<file path="config.mk">
export PLATFORM = sky130hd
export DESIGN_NAME = progmem_arbiter_flat
export DESIGN_NICKNAME = d
export VERILOG_FILES = /design/src/rtl/progmem_pkg.sv /design/src/rtl/progmem_arbiter_if.sv /design/src/rtl/rr_arb2.sv /design/src/rtl/progmem_arbiter.sv /design/src/flat_wrapper.sv
export SDC_FILE = /design/constraint.sdc
export NUM_CORES = 1
export LEC_CHECK = 0
export BUFFER_PORTS_ARGS = -buffer_cell sky130_fd_sc_hd__buf_2
export CORE_UTILIZATION = 37
export CTS_CLUSTER_DIAMETER = 120
export CTS_CLUSTER_SIZE = 24
export DETAILED_ROUTE_END_ITERATION = 6
export GPL_ROUTABILITY_DRIVEN = 0
export PLACE_DENSITY = 0.92
export SLEW_MARGIN = 15
export SYNTH_ARGS = -nofsm -noshare
export SYNTH_HDL_FRONTEND = slang
export SYNTH_HIERARCHICAL = 1
export SYNTH_SLANG_ARGS = --single-unit
</file>
<file path="constraint.sdc">
create_clock -name clk -period 3.5 [get_ports clk]
set_clock_uncertainty 0.05 [all_clocks]
set_input_delay 0.875 -clock clk [delete_from_list [all_inputs] [get_ports clk]]
set_output_delay 0.875 -clock clk [all_outputs]
set_load 0.03 [all_outputs]
</file>
<file path="src/rtl/progmem_pkg.sv">
`default_nettype none
// ============================================================================
//  Module      : progmem_pkg
//  Description : Shared types and constants for the program-memory read
//                arbiter: response codes, FSM state encoding and the default
//                ROM depth for each build target.
//  Revision    : 1.0 - initial release
// ============================================================================
package progmem_pkg;

    // Avalon-style response codes returned with every completed read.
    typedef logic [1:0] resp_t;

    localparam resp_t RESP_OK     = 2'b00;
    localparam resp_t RESP_SLVERR = 2'b10;
    localparam resp_t RESP_DECERR = 2'b11;

    // Arbiter FSM encoding.
    typedef enum logic [1:0] {
        ST_IDLE   = 2'b00,
        ST_BUSY   = 2'b01,
        ST_DECERR = 2'b10
    } state_t;

    // Number of valid ROM words per build target.
    localparam int ROM_WORDS_DEFAULT = 1024;
    localparam int ROM_WORDS_S7      = 4096;

    function automatic int rom_words_for(input bit spartan7);
        return spartan7 ? ROM_WORDS_S7 : ROM_WORDS_DEFAULT;
    endfunction

endpackage
`default_nettype wire

</file>
<file path="src/rtl/progmem_arbiter_if.sv">
`default_nettype none
// ============================================================================
//  Module      : progmem_arbiter_if
//  Description : Word-addressed read bus used on both arbiter request ports
//                and on the downstream program-memory wrapper port.
//                  address     : word address            (master -> slave)
//                  read        : read request, held while waitrequest=1
//                  readdata    : data, valid when read=1 and waitrequest=0
//                  response    : 00 OK, 10 SLAVEERROR, 11 DECODEERROR
//                  waitrequest : stall                    (slave -> master)
//  Revision    : 1.0 - initial release
// ============================================================================
interface progmem_arbiter_if
    import progmem_pkg::*;
#(
    parameter int ADDR_W = 10,
    parameter int DATA_W = 32
);
    logic [ADDR_W-1:0] address;
    logic              read;
    logic [DATA_W-1:0] readdata;
    resp_t             response;
    logic              waitrequest;

    modport master (
        output address,
        output read,
        input  readdata,
        input  response,
        input  waitrequest
    );

    modport slave (
        input  address,
        input  read,
        output readdata,
        output response,
        output waitrequest
    );
endinterface
`default_nettype wire

</file>
<file path="src/rtl/rr_arb2.sv">
`default_nettype none
// ============================================================================
//  Module      : rr_arb2
//  Description : Two-requester round-robin grant picker. The pick is purely
//                combinational; only the "last served" pointer is registered.
//  Ports       : clk, rst_n   - clock, asynchronous active-low reset
//                req[1:0]     - request from requester 0 (A) and 1 (B)
//                update       - a grant completed this cycle
//                served       - index of the requester that completed
//                gnt_valid    - at least one requester is asking
//                gnt_idx      - requester picked this cycle
//  Revision    : 1.0 - initial release
// ============================================================================
module rr_arb2 (
    input  wire logic       clk,
    input  wire logic       rst_n,
    input  wire logic [1:0] req,
    input  wire logic       update,
    input  wire logic       served,
    output logic            gnt_valid,
    output logic            gnt_idx
);

    logic r_last;

    // A lone requester always wins; on a tie the one not served last wins.
    always_comb begin
        gnt_valid = |req;
        gnt_idx   = 1'b0;
        if (req == 2'b11) begin
            gnt_idx = ~r_last;
        end else begin
            gnt_idx = req[1];
        end
    end

    // Reset to B so that requester A wins the first tie.
    always_ff @(posedge clk or negedge rst_n) begin
        if (!rst_n) begin
            r_last <= 1'b1;
        end else if (update) begin
            r_last <= served;
        end
    end

endmodule
`default_nettype wire

</file>
<file path="src/rtl/progmem_arbiter.sv">
`default_nettype none
// ============================================================================
//  Module      : progmem_arbiter
//  Description : Two-port read arbiter in front of the program-memory wrapper.
//                Port A is instruction fetch, port B is debug/loader/data.
//                Round-robin sharing of the single ROM read port, grant held
//                until the downstream read completes, address range check,
//                downstream timeout, and a forced idle cycle between
//                downstream reads so the wrapper's wait counter re-arms.
//  Ports       : clk, rst_n - clock, asynchronous active-low reset
//                a          - port A requester bus (slave side)
//                b          - port B requester bus (slave side)
//                m          - downstream wrapper bus (master side)
//  Revision    : 1.0 - initial release
// ============================================================================
module progmem_arbiter
    import progmem_pkg::*;
#(
    parameter int ADDR_W    = 10,
    parameter int DATA_W    = 32,
    parameter int ROM_WORDS = ROM_WORDS_DEFAULT,
    parameter int TIMEOUT   = 15,
    parameter int TO_W      = 4
) (
    input  wire logic          clk,
    input  wire logic          rst_n,
    progmem_arbiter_if.slave   a,
    progmem_arbiter_if.slave   b,
    progmem_arbiter_if.master  m
);

    // ------------------------------------------------------------------------
    // State
    // ------------------------------------------------------------------------
    state_t            r_state;
    logic              r_grant;      // 0 = A, 1 = B
    logic [ADDR_W-1:0] r_addr_q;     // latched granted address, drives m.address
    logic [TO_W-1:0]   r_to_cnt;     // BUSY cycles spent waiting
    logic              r_m_read;

    // ------------------------------------------------------------------------
    // Arbitration
    // ------------------------------------------------------------------------
    logic              w_req_valid;
    logic              w_pick;
    logic [ADDR_W-1:0] w_pick_addr;
    logic              w_pick_oor;
    logic              w_gnt_read;
    logic              w_timeout;
    logic              w_done;

    rr_arb2 u_rr_arb2 (
        .clk       (clk),
        .rst_n     (rst_n),
        .req       ({b.read, a.read}),
        .update    (w_done),
        .served    (r_grant),
        .gnt_valid (w_req_valid),
        .gnt_idx   (w_pick)
    );

    assign w_pick_addr = w_pick ? b.address : a.address;

    // When the ROM fills the whole address space no address can be out of
    // range, and the compare constant would not fit in ADDR_W bits.
    generate
        if (ROM_WORDS >= (1 << ADDR_W)) begin : g_full_map
            assign w_pick_oor = 1'b0;
        end else begin : g_part_map
            assign w_pick_oor = (w_pick_addr >= ADDR_W'(ROM_WORDS));
        end
    endgenerate

    // ------------------------------------------------------------------------
    // Completion detection
    // ------------------------------------------------------------------------
    // A granted requester that has dropped read gets no completion at all;
    // the FSM treats that as an abort.
    assign w_gnt_read = r_grant ? b.read : a.read;
    assign w_timeout  = (r_state == ST_BUSY) && m.waitrequest &&
                        (r_to_cnt == TO_W'(TIMEOUT));
    assign w_done     = w_gnt_read &&
                        (((r_state == ST_BUSY) && (!m.waitrequest || w_timeout)) ||
                         (r_state == ST_DECERR));

    // ------------------------------------------------------------------------
    // FSM
    // ------------------------------------------------------------------------
    always_ff @(posedge clk or negedge rst_n) begin
        if (!rst_n) begin
            r_state  <= ST_IDLE;
            r_grant  <= 1'b0;
            r_addr_q <= '0;
            r_to_cnt <= '0;
            r_m_read <= 1'b0;
        end else begin
            case (r_state)
                ST_IDLE: begin
                    // m.read is always low for at least this one cycle,
                    // which lets the wrapper clear its wait counter.
                    r_m_read <= 1'b0;
                    if (w_req_valid) begin
                        r_grant  <= w_pick;
                        r_addr_q <= w_pick_addr;
                        r_to_cnt <= '0;
                        if (w_pick_oor) begin
                            r_state <= ST_DECERR;
                        end else begin
                            r_state  <= ST_BUSY;
                            r_m_read <= 1'b1;
                        end
                    end
                end

                ST_BUSY: begin
                    if (!w_gnt_read || w_done) begin
                        r_state  <= ST_IDLE;
                        r_m_read <= 1'b0;
                    end else begin
                        r_to_cnt <= r_to_cnt + TO_W'(1);
                    end
                end

                ST_DECERR: begin
                    r_state <= ST_IDLE;
                end

                default: begin
                    r_state  <= ST_IDLE;
                    r_m_read <= 1'b0;
                end
            endcase
        end
    end

    assign m.read    = r_m_read;
    assign m.address = r_addr_q;

    // ------------------------------------------------------------------------
    // Completion payload and port outputs
    // ------------------------------------------------------------------------
    logic [DATA_W-1:0] w_cpl_data;
    resp_t             w_cpl_resp;
    logic              w_done_a;
    logic              w_done_b;

    // Downstream data and response pass straight through on a normal
    // completion; error completions carry zero data.
    always_comb begin
        w_cpl_data = '0;
        w_cpl_resp = RESP_OK;
        if (r_state == ST_DECERR) begin
            w_cpl_resp = RESP_DECERR;
        end else if (w_timeout) begin
            w_cpl_resp = RESP_SLVERR;
        end else begin
            w_cpl_data = m.readdata;
            w_cpl_resp = m.response;
        end
    end

    assign w_done_a = w_done && !r_grant;
    assign w_done_b = w_done &&  r_grant;

    assign a.waitrequest = a.read && !w_done_a;
    assign a.readdata    = w_done_a ? w_cpl_data : '0;
    assign a.response    = w_done_a ? w_cpl_resp : RESP_OK;

    assign b.waitrequest = b.read && !w_done_b;
    assign b.readdata    = w_done_b ? w_cpl_data : '0;
    assign b.response    = w_done_b ? w_cpl_resp : RESP_OK;

endmodule
`default_nettype wire

</file>
<file path="src/flat_wrapper.sv">
// flat-port wrapper written by rule: the top's interface ports become plain ports
module progmem_arbiter_flat import progmem_pkg::*;
#(
    parameter int ADDR_W    = 10,
    parameter int DATA_W    = 32,
    parameter int ROM_WORDS = ROM_WORDS_DEFAULT,
    parameter int TIMEOUT   = 15,
    parameter int TO_W      = 4
)
  (clk, rst_n, a_address, a_read, a_readdata, a_response, a_waitrequest, b_address, b_read, b_readdata, b_response, b_waitrequest, m_address, m_read, m_readdata, m_response, m_waitrequest);
  progmem_arbiter_if #(.ADDR_W(ADDR_W), .DATA_W(DATA_W)) a_i ();
  progmem_arbiter_if #(.ADDR_W(ADDR_W), .DATA_W(DATA_W)) b_i ();
  progmem_arbiter_if #(.ADDR_W(ADDR_W), .DATA_W(DATA_W)) m_i ();
  input  wire logic clk;
  input  wire logic rst_n;
  input wire logic [$bits(a_i.address)-1:0] a_address;
  input wire logic [$bits(a_i.read)-1:0] a_read;
  output wire logic [$bits(a_i.readdata)-1:0] a_readdata;
  output wire logic [$bits(a_i.response)-1:0] a_response;
  output wire logic [$bits(a_i.waitrequest)-1:0] a_waitrequest;
  input wire logic [$bits(b_i.address)-1:0] b_address;
  input wire logic [$bits(b_i.read)-1:0] b_read;
  output wire logic [$bits(b_i.readdata)-1:0] b_readdata;
  output wire logic [$bits(b_i.response)-1:0] b_response;
  output wire logic [$bits(b_i.waitrequest)-1:0] b_waitrequest;
  output wire logic [$bits(m_i.address)-1:0] m_address;
  output wire logic [$bits(m_i.read)-1:0] m_read;
  input wire logic [$bits(m_i.readdata)-1:0] m_readdata;
  input wire logic [$bits(m_i.response)-1:0] m_response;
  input wire logic [$bits(m_i.waitrequest)-1:0] m_waitrequest;
  assign a_i.address = a_address;
  assign a_i.read = a_read;
  assign a_readdata = a_i.readdata;
  assign a_response = a_i.response;
  assign a_waitrequest = a_i.waitrequest;
  assign b_i.address = b_address;
  assign b_i.read = b_read;
  assign b_readdata = b_i.readdata;
  assign b_response = b_i.response;
  assign b_waitrequest = b_i.waitrequest;
  assign m_address = m_i.address;
  assign m_read = m_i.read;
  assign m_i.readdata = m_readdata;
  assign m_i.response = m_response;
  assign m_i.waitrequest = m_waitrequest;
  progmem_arbiter #(.ADDR_W(ADDR_W), .DATA_W(DATA_W), .ROM_WORDS(ROM_WORDS), .TIMEOUT(TIMEOUT), .TO_W(TO_W)) u_core (.clk(clk), .rst_n(rst_n), .a(a_i), .b(b_i), .m(m_i));
endmodule
</file>
==> results list, run 1 <==
- CTS sink cnt: 18
* Aggregate global-route resource usage: 0.214
- After detailed routing, the number of vias per cell comes to 4.49.
- Setup violations remaining at the end of the flow were counted as 0.
- Number of fillers in the final layout: 327
- # diodes: 0
- Critical path capture point type: output pin
- Die Area: 0.00403 sq mm
- dfrtp_1 takes more of the synthesized area than any other cell.
- The placed instances occupy a cell area of 0.00214 sq mm.
* Pin count of the biggest net entering global routing: 34
- Area of the mapped netlist: 0.00140 sq mm
- Combinational family with the most area after synthesis: simple AND/OR/NAND/NOR gates
- The final-report max-slew violation count was 0.
* Post-layout nets: 368
- Of all flip-flops after synthesis, the portion carrying an async set or reset was 1.00.
* Die boundary height: 63.5 microns
* Clock period minus final worst setup slack: 2.87 ns
- During I/O placement, the number of pins put on the boundary was 140.
- By instance count, the leading cell after synthesis is and2_1.
- In this run the number of H-tree levels came out at 1.
* Number of remaining DRC errors: 0
* Highest clock rate: ~0.35 GHz
- Dividing the final minimum period by the clock period gives 0.820.
- Number of maximum-capacitance violations: 0
- Total overflow reported by the global router: 0
- Slew margin rel.: 0.713
- In this run, CTS created clock tree buffers numbering 3.
- Setup repair after global routing left no endpoint under its margin.
* Postcts setup bufs: 0
* WS Path Type: in -> out
- The analysis attributes to cell leakage a power of 1.34 nW.
- Of all nets on the critical path, the largest fanout is 33.
- The tightest min-delay check is of the reg -> reg type.
* Area growth syn-to-layout: 56.5%
- Total via count in the routed design: between 1500 and 2000
- The first detailed-routing pass ran for 4 iterations.
* Final core area utilization: 0.631
- Cell chosen for the clock root: clkbuf_8
- Dividing total power by cell area gives a power density of between 500 and 600 mW/mm^2.
- The clock reaches the later pin of the worst-skew pair after 0.25 ns.
- Top cells by count, synth: and2_1 (66), dfrtp_1 (17), nand2_1 (17)
- The floorplan has 21 rows.
- Of the synthesized area, sequential elements account for 0.323.
- Wire length reported by the detailed router: 4220 microns
- Count of flip-flops with a built-in enable after synthesis: 0
- The first global-routing pass estimated 6850 microns of wire.
* Number of flip-flops and latches in the synthesized netlist: 18
- Library cells used by synthesis: 29
* Syn avg cell area: about 8 sq um
* FF-to-FF setup slack: 1.80 ns
* Prevailing post-synth register cell: dfrtp_1
- Number of nets still failing antenna checks after routing: 0
* Avg WL per Cell: 11.9 microns
* Post-synthesis share of cell area spent on full adders, half adders and majority gates: 0.00895
* Largest cells by area after synthesis: dfrtp_1 (30%), and2_1 (30%), mux2i_1 (7.9%), nand2_1 (4.6%), clkbuf_1 (2.4%)
- Worst Setup Start Kind: primary input
* Multi-input combinational cell area: 892 sq um
- After clock tree synthesis, the clock-pin slew on the worst setup and hold paths is roughly 0.060 ns.
- Ratio of cells with drive above 1 in the final layout: 0.495
- At the pin with the least slew margin, the transition time is 0.430 ns.
- X dimension of the die: 63.5 microns
- Registers take roughly 450 sq um.
* Number of buffers on the longest clock path: 2
* Synthesized net count: 230
- Post-CTS Resized: 0
* Initial antenna violation count: 0
* Total count of hold-check failures in the final report: 0
- Summed over all failing endpoints, the final setup total negative slack is 0 ns.
- Half-perimeter wire length after placement: 3540 microns
- Simple-gate share of the synthesized area: 0.423
- The core region is ~0.0035 sq mm.
- Layout Cell Area excl Fill: 0.00219 sq mm
- Status: completed
* Count of input and output buffers: 139
- STA puts the critical path data arrival time at 1.95 ns.
* Max IR drop VDD: between 0.3 and 0.4 mV
* Initial standard-cell utilization of the core: 0.403
- For the worst setup path, the data required time is 2.57 ns.
- The number of global-route vias before repair was between 1500 and 2000.
- Of the total synthesized cell area, the portion taken by XOR and XNOR cells is 0.0125.
* Synthesis Warnings: 6
* Compound-Gate Fraction of Synth Area: 0.0859
* Hold_buf cts: 0
* Clock tree from TritonCTS: built
* Synthesized instance count: 170
- The share of synthesized area in the top cell type comes to 0.304.
* Number of violations reported at the end of detailed-routing iteration 0: roughly 50
- Post-synthesis mux area share: 0.108
==> metrics by stage <==
stage	instances	worst slack (ns)	total power, mW	hold WS (ns)
4_1_cts	353	0.631	1.16	0.436
5_1_grt	353	0.502	1.23	0.454
3_3_place_gp	349	0.651	0.992	0.410
6_report	353	0.630	1.15	0.429
3_5_place_dp	349	0.631	1.01	0.421
2_1_floorplan	170	0.816	0.807	0.462
==> flip-flops by register name, indices dropped and copies added (netlist names) <==
signal / flops
u_core/m.address: 10
u_core/r_to_cnt: 4
u_core/m.read: 1
u_core/r_grant: 1
u_core/r_state: 1
u_core/u_rr_arb2/r_last: 1
==> report_power, final <==
part	internal (mW)	total (mW)	switching [mW]	leakage, nW
combinational	0.222	0.637	0.415	1.09
clock	0.0806	0.144	0.0634	0.0228
sequential	0.297	0.370	0.0729	0.224
total	0.599	1.15	0.551	1.34
==> final cells by class <==
class | instances | area share
multi-input cells | 138 | 0.408
flip-flops and latches | 18 | 0.207
repair buffers | 143 | 0.332
well taps | 46 | 0.0263
inverters | 4 | 0.00686
clock buffers | 4 | 0.0206
==> cells in the final DEF, fill, tap and decap left out, drive strengths merged <==
master,n
nor3b,2
and2,66
a21oi,1
a21boi,1
nand3,4
a21o,2
o311ai,1
o211ai,2
dfstp,1
xnor2,2
nand2,17
clkbuf,4
nor2,5
o21ai,11
mux2i,11
dfrtp,17
or4b,1
mux2,3
nand4,2
o21a,1
buf,143
a31oi,1
or2,1
inv,4
nand2b,3
ha,1
==> critical path, cell delays in order <==
cell,delay (ns)
buf_2,0.14
nand2b_1,0.16
nor2_1,0.12
buf_4,0.26
and2_1,0.18
buf_2,0.20
==> routing by layer <==
layer / GRT usage / wire length, microns / up-vias
met3: 0.0362 / 289 / 2
met1: 0.247 / 1730 / 687
met2: 0.398 / 2180 / 69
li1: - / - / 828
met5: 0 / 0 / -
met4: 0.0597 / 17 / 0
==> final timing paths <==
check | from | to | cells after the start
min in group asynchronous | rst_n | u_core/m.address[1]$_DFFE_PN0P_ | 1
max | m_waitrequest | a_readdata[8] | 6
max in group asynchronous | rst_n | u_core/u_rr_arb2/r_last$_DFFE_PN1P_ | 1
min | u_core/m.address[5]$_DFFE_PN0P_ | u_core/m.address[5]$_DFFE_PN0P_ | 2
min reg2reg | u_core/m.address[5]$_DFFE_PN0P_ | u_core/m.address[5]$_DFFE_PN0P_ | 2
max reg2reg | u_core/r_to_cnt[0]$_DFFE_PN0P_ | u_core/r_to_cnt[3]$_DFFE_PN0P_ | 5
==> cell families after synthesis <==
logic type | count (synthesis)
buffers and inverters | 14
XOR/XNOR | 2
flip-flops | 18
AO/OA/AOI/OAI | 20
AND/OR/NAND/NOR | 101
multiplexers | 14
adder cells (fa/ha/maj) | 1
Note: power is estimated with default switching activity, not from simulation.
==> inputs of run 2 (changes only) <==
--- a/config.mk
+++ b/config.mk
@@ -6,12 +6,12 @@
 export NUM_CORES = 1
 export LEC_CHECK = 0
 export BUFFER_PORTS_ARGS = -buffer_cell sky130_fd_sc_hd__buf_2
-export CORE_UTILIZATION = 37
+export CORE_UTILIZATION = 32
 export CTS_CLUSTER_DIAMETER = 120
 export CTS_CLUSTER_SIZE = 24
 export DETAILED_ROUTE_END_ITERATION = 6
 export GPL_ROUTABILITY_DRIVEN = 0
-export PLACE_DENSITY = 0.92
+export PLACE_DENSITY = 0.85
 export SLEW_MARGIN = 15
 export SYNTH_ARGS = -nofsm -noshare
 export SYNTH_HDL_FRONTEND = slang
==> constraint.sdc (replaced) <==
create_clock -name clk -period 2.6 [get_ports clk]
set_clock_uncertainty 0.05 [all_clocks]
set_input_delay 0.65 -clock clk [delete_from_list [all_inputs] [get_ports clk]]
set_output_delay 0.65 -clock clk [all_outputs]
set_load 0.03 [all_outputs]
==> results list, run 2 (synthesis results as in run 1) <==
- The buffer levels on the longest clock path is 2 (unchanged).
- Buf+Inv Stages, Crit Path: 3 (unchanged)
* Total via count in the routed design: 1613 (was 1586)
- Worst-path cell chain: buf_2 -> nand2b_1 -> nor2_1 -> buf_6 -> and2_1 -> buf_2 (was buf_2 -> nand2b_1 -> nor2_1 -> buf_4 -> and2_1 -> buf_2)
* Count of input and output buffers: 139 (unchanged)
* Half-perimeter wire length after placement: 3440 microns (was 3540 microns)
- The worst-case headroom to the max-slew limit was 0.744 (was 0.713).
- The x dimension of the die was 68.1 microns (was 63.5 microns).
* Die boundary height: 68.1 microns (was 63.5 microns)
* Slowest stage delay, CP: 0.22 ns (was 0.26 ns)
- Die Area: 0.00464 sq mm (was 0.00403 sq mm)
- Status: completed (unchanged).
- Unrepaired setup endpoints after global routing: false (unchanged)
- The relative area change from synthesis to final layout came to 60.0% (was 56.5%).
- Highest clock rate: 0.412 GHz
- Summed negative setup slack over all endpoints: 0 ns (unchanged)
* Insertion delay to the later sink of the worst-skew pair: 0.24 ns (was 0.25 ns)
- The total track usage is 0.170 (was 0.214).
* Ratio of cells with drive above 1 in the final layout: 0.505 (was 0.495)
- Highest-count cells in the layout ignoring fill and taps: buf_2 (139), and2_1 (66), nand2_1 (17), dfrtp_1 (17), mux2i_1 (11) (unchanged).
* Worst hold slack across all endpoints: 0.266 ns (was 0.429 ns)
- Number of CTS-inserted buffers: 3 (unchanged)
- The first-pass GRT wire length was 6040 microns (was 6850 microns).
* Clock-pin slew reported for the worst setup and hold paths after clock tree synthesis: 0.06 ns (about the same)
- The remaining routing DRC violations was 0 (unchanged).
* Critical path capture point type: output pin (unchanged)
* Clock tree from TritonCTS: built (unchanged)
- Number of flip-flops under the largest register name: 10 (unchanged)
- The number of global-route vias before repair came to 1374 (was 1508).
- Worst Setup Start Kind: primary input (unchanged)
- Area of the core: 0.00409 sq mm (was 0.00347 sq mm)
* Number of rows in the core area: 23 (was 21)
* Number of placed I/O pins: 140 (unchanged)
- The worst path arrival time was 1.73 ns (was 1.95 ns).
* Number of nets still failing antenna checks after routing: 0 (unchanged)
* Power density cells: 713 mW/mm^2 (was 526 mW/mm^2)
* Most common library cell in the layout ignoring fill and taps: buf_2 (unchanged)
* Number of maximum-capacitance violations: 0 (unchanged)
- The length of the first detailed-routing pass in iterations came to 4 (unchanged).
- The routed wire length was 4170 microns (was 4220 microns).
* Clock period minus final worst setup slack: 2.43 ns
- The transition time at the pin with the least slew margin was 0.384 ns (was 0.430 ns).
- The H-tree level count came to 1 (unchanged).
- The total setup buffers inserted after CTS came to 0 (unchanged).
- The cell type group with the largest total delay on the critical path is buffers and inverters (unchanged).
- The highest net fanout along the worst path is 30 (was 33).
- The global route total overflow came to 0 (unchanged).
* Hold_buf cts: 0 (unchanged)
- The final-report max-slew violation count came to 0 (unchanged).
- The type of the most critical hold path was in -> async (was reg -> reg).
- The number of diodes came to 0 (unchanged).
* WS Path Type: in -> out (unchanged)
- The number of sinks on the clock net was 18 (unchanged).
- The required time of the critical path is 1.90 ns (was 2.57 ns).
* Setup Viol. Count Final: 0 (unchanged)
* Total count of hold-check failures in the final report: 0 (unchanged)
* Cell occurring most often along the worst timing path: buf_2 (unchanged)
- The total leakage power came to 1.36 nW (was 1.34 nW).
- The largest net degree at the start of global routing was 31 (was 34).
* Post-layout nets: 370 (was 368)
* Number of violations reported at the end of detailed-routing iteration 0: 49 (was 51)
* Max IR drop VDD: 0.613 mV (was 0.360 mV)
- Initial antenna violation count: 0 (unchanged)
- Cell chosen for the clock root: clkbuf_8 (unchanged)
* Detail-routed via count per cell: 4.49 (about the same)
* Highest-delay cell along the critical path: buf_6 (was buf_4)
- The fraction of the core area covered by cells at the end of the flow came to 0.547 (was 0.631).
- The starting utilization of the core area is 0.342 (was 0.403).
- In the finished design, the share of the clock period the worst path needs comes to 0.933.
* Avg WL per Cell: 11.6 microns (was 11.9 microns)
[run 2: changes by cell type in the layout (fill, tap and decap cells not counted), sizes merged]
cell	change
buf	+2
[run 2: timing repair]
item                                    in CTS  in global routing
hold endpoints to repair                     0                  0
endpoints found under the setup margin       0                  6
gates resized for setup                      0                  2
[run 2: path summary, 6_finish.rpt]
kind                                                  from                                   to  slack [ns]  depth (start not counted)
setup / recovery                             m_waitrequest                       a_readdata[19]        0.17                          6
hold / removal                                       rst_n       u_core/r_to_cnt[3]$_DFFE_PN0P_        0.27                          1
setup reg to reg            u_core/r_to_cnt[0]$_DFFE_PN0P_       u_core/r_to_cnt[3]$_DFFE_PN0P_        0.87                          5
hold reg to reg            u_core/m.address[8]$_DFFE_PN0P_      u_core/m.address[8]$_DFFE_PN0P_        0.43                          2
max in group asynchronous                            rst_n  u_core/u_rr_arb2/r_last$_DFFE_PN1P_        1.92                          1
min in group clk           u_core/m.address[8]$_DFFE_PN0P_      u_core/m.address[8]$_DFFE_PN0P_        0.43                          2
[run 2: area by class of cell]
cell class | instances | area, sq um
multi-input cells | 138 | 895
repair buffers | 145 | 757
inverters | 4 | 15.0
well taps | 50 | 62.6
clock buffers | 4 | 55.1
flip-flops and latches | 18 | 452
fillers | 396 | 1850
[run 2: metrics by stage]
| step | cell area, sq um | total power, mW | setup WS (ns) | cells |
|---|---|---|---|---|
| after floorplan | 1400 | 1.09 | 0.366 | 170 |
| after global placement | 2170 | 1.36 | 0.188 | 355 |
| after detailed placement | 2170 | 1.38 | 0.101 | 355 |
| after CTS | 2230 | 1.61 | 0.0927 | 359 |
| after global routing | 2240 | 1.71 | 0.0556 | 359 |
| final | 2240 | 1.59 | 0.175 | 359 |
[run 2: layer usage]
layer,up-vias,track usage,share of wire,wire length [microns]
met1,722,0.212,0.40,1660
met5,-,0,0,0
met3,2,0.0467,0.072,302
met2,56,0.293,0.53,2190
met4,0,0.0260,0.0022,9
li1,833,-,-,-
[run 2: power by group]
part           switching, mW  internal [mW]
Combinational          0.584          0.315
Sequential            0.0764          0.399
Clock                 0.0860          0.134
Total                  0.747          0.848
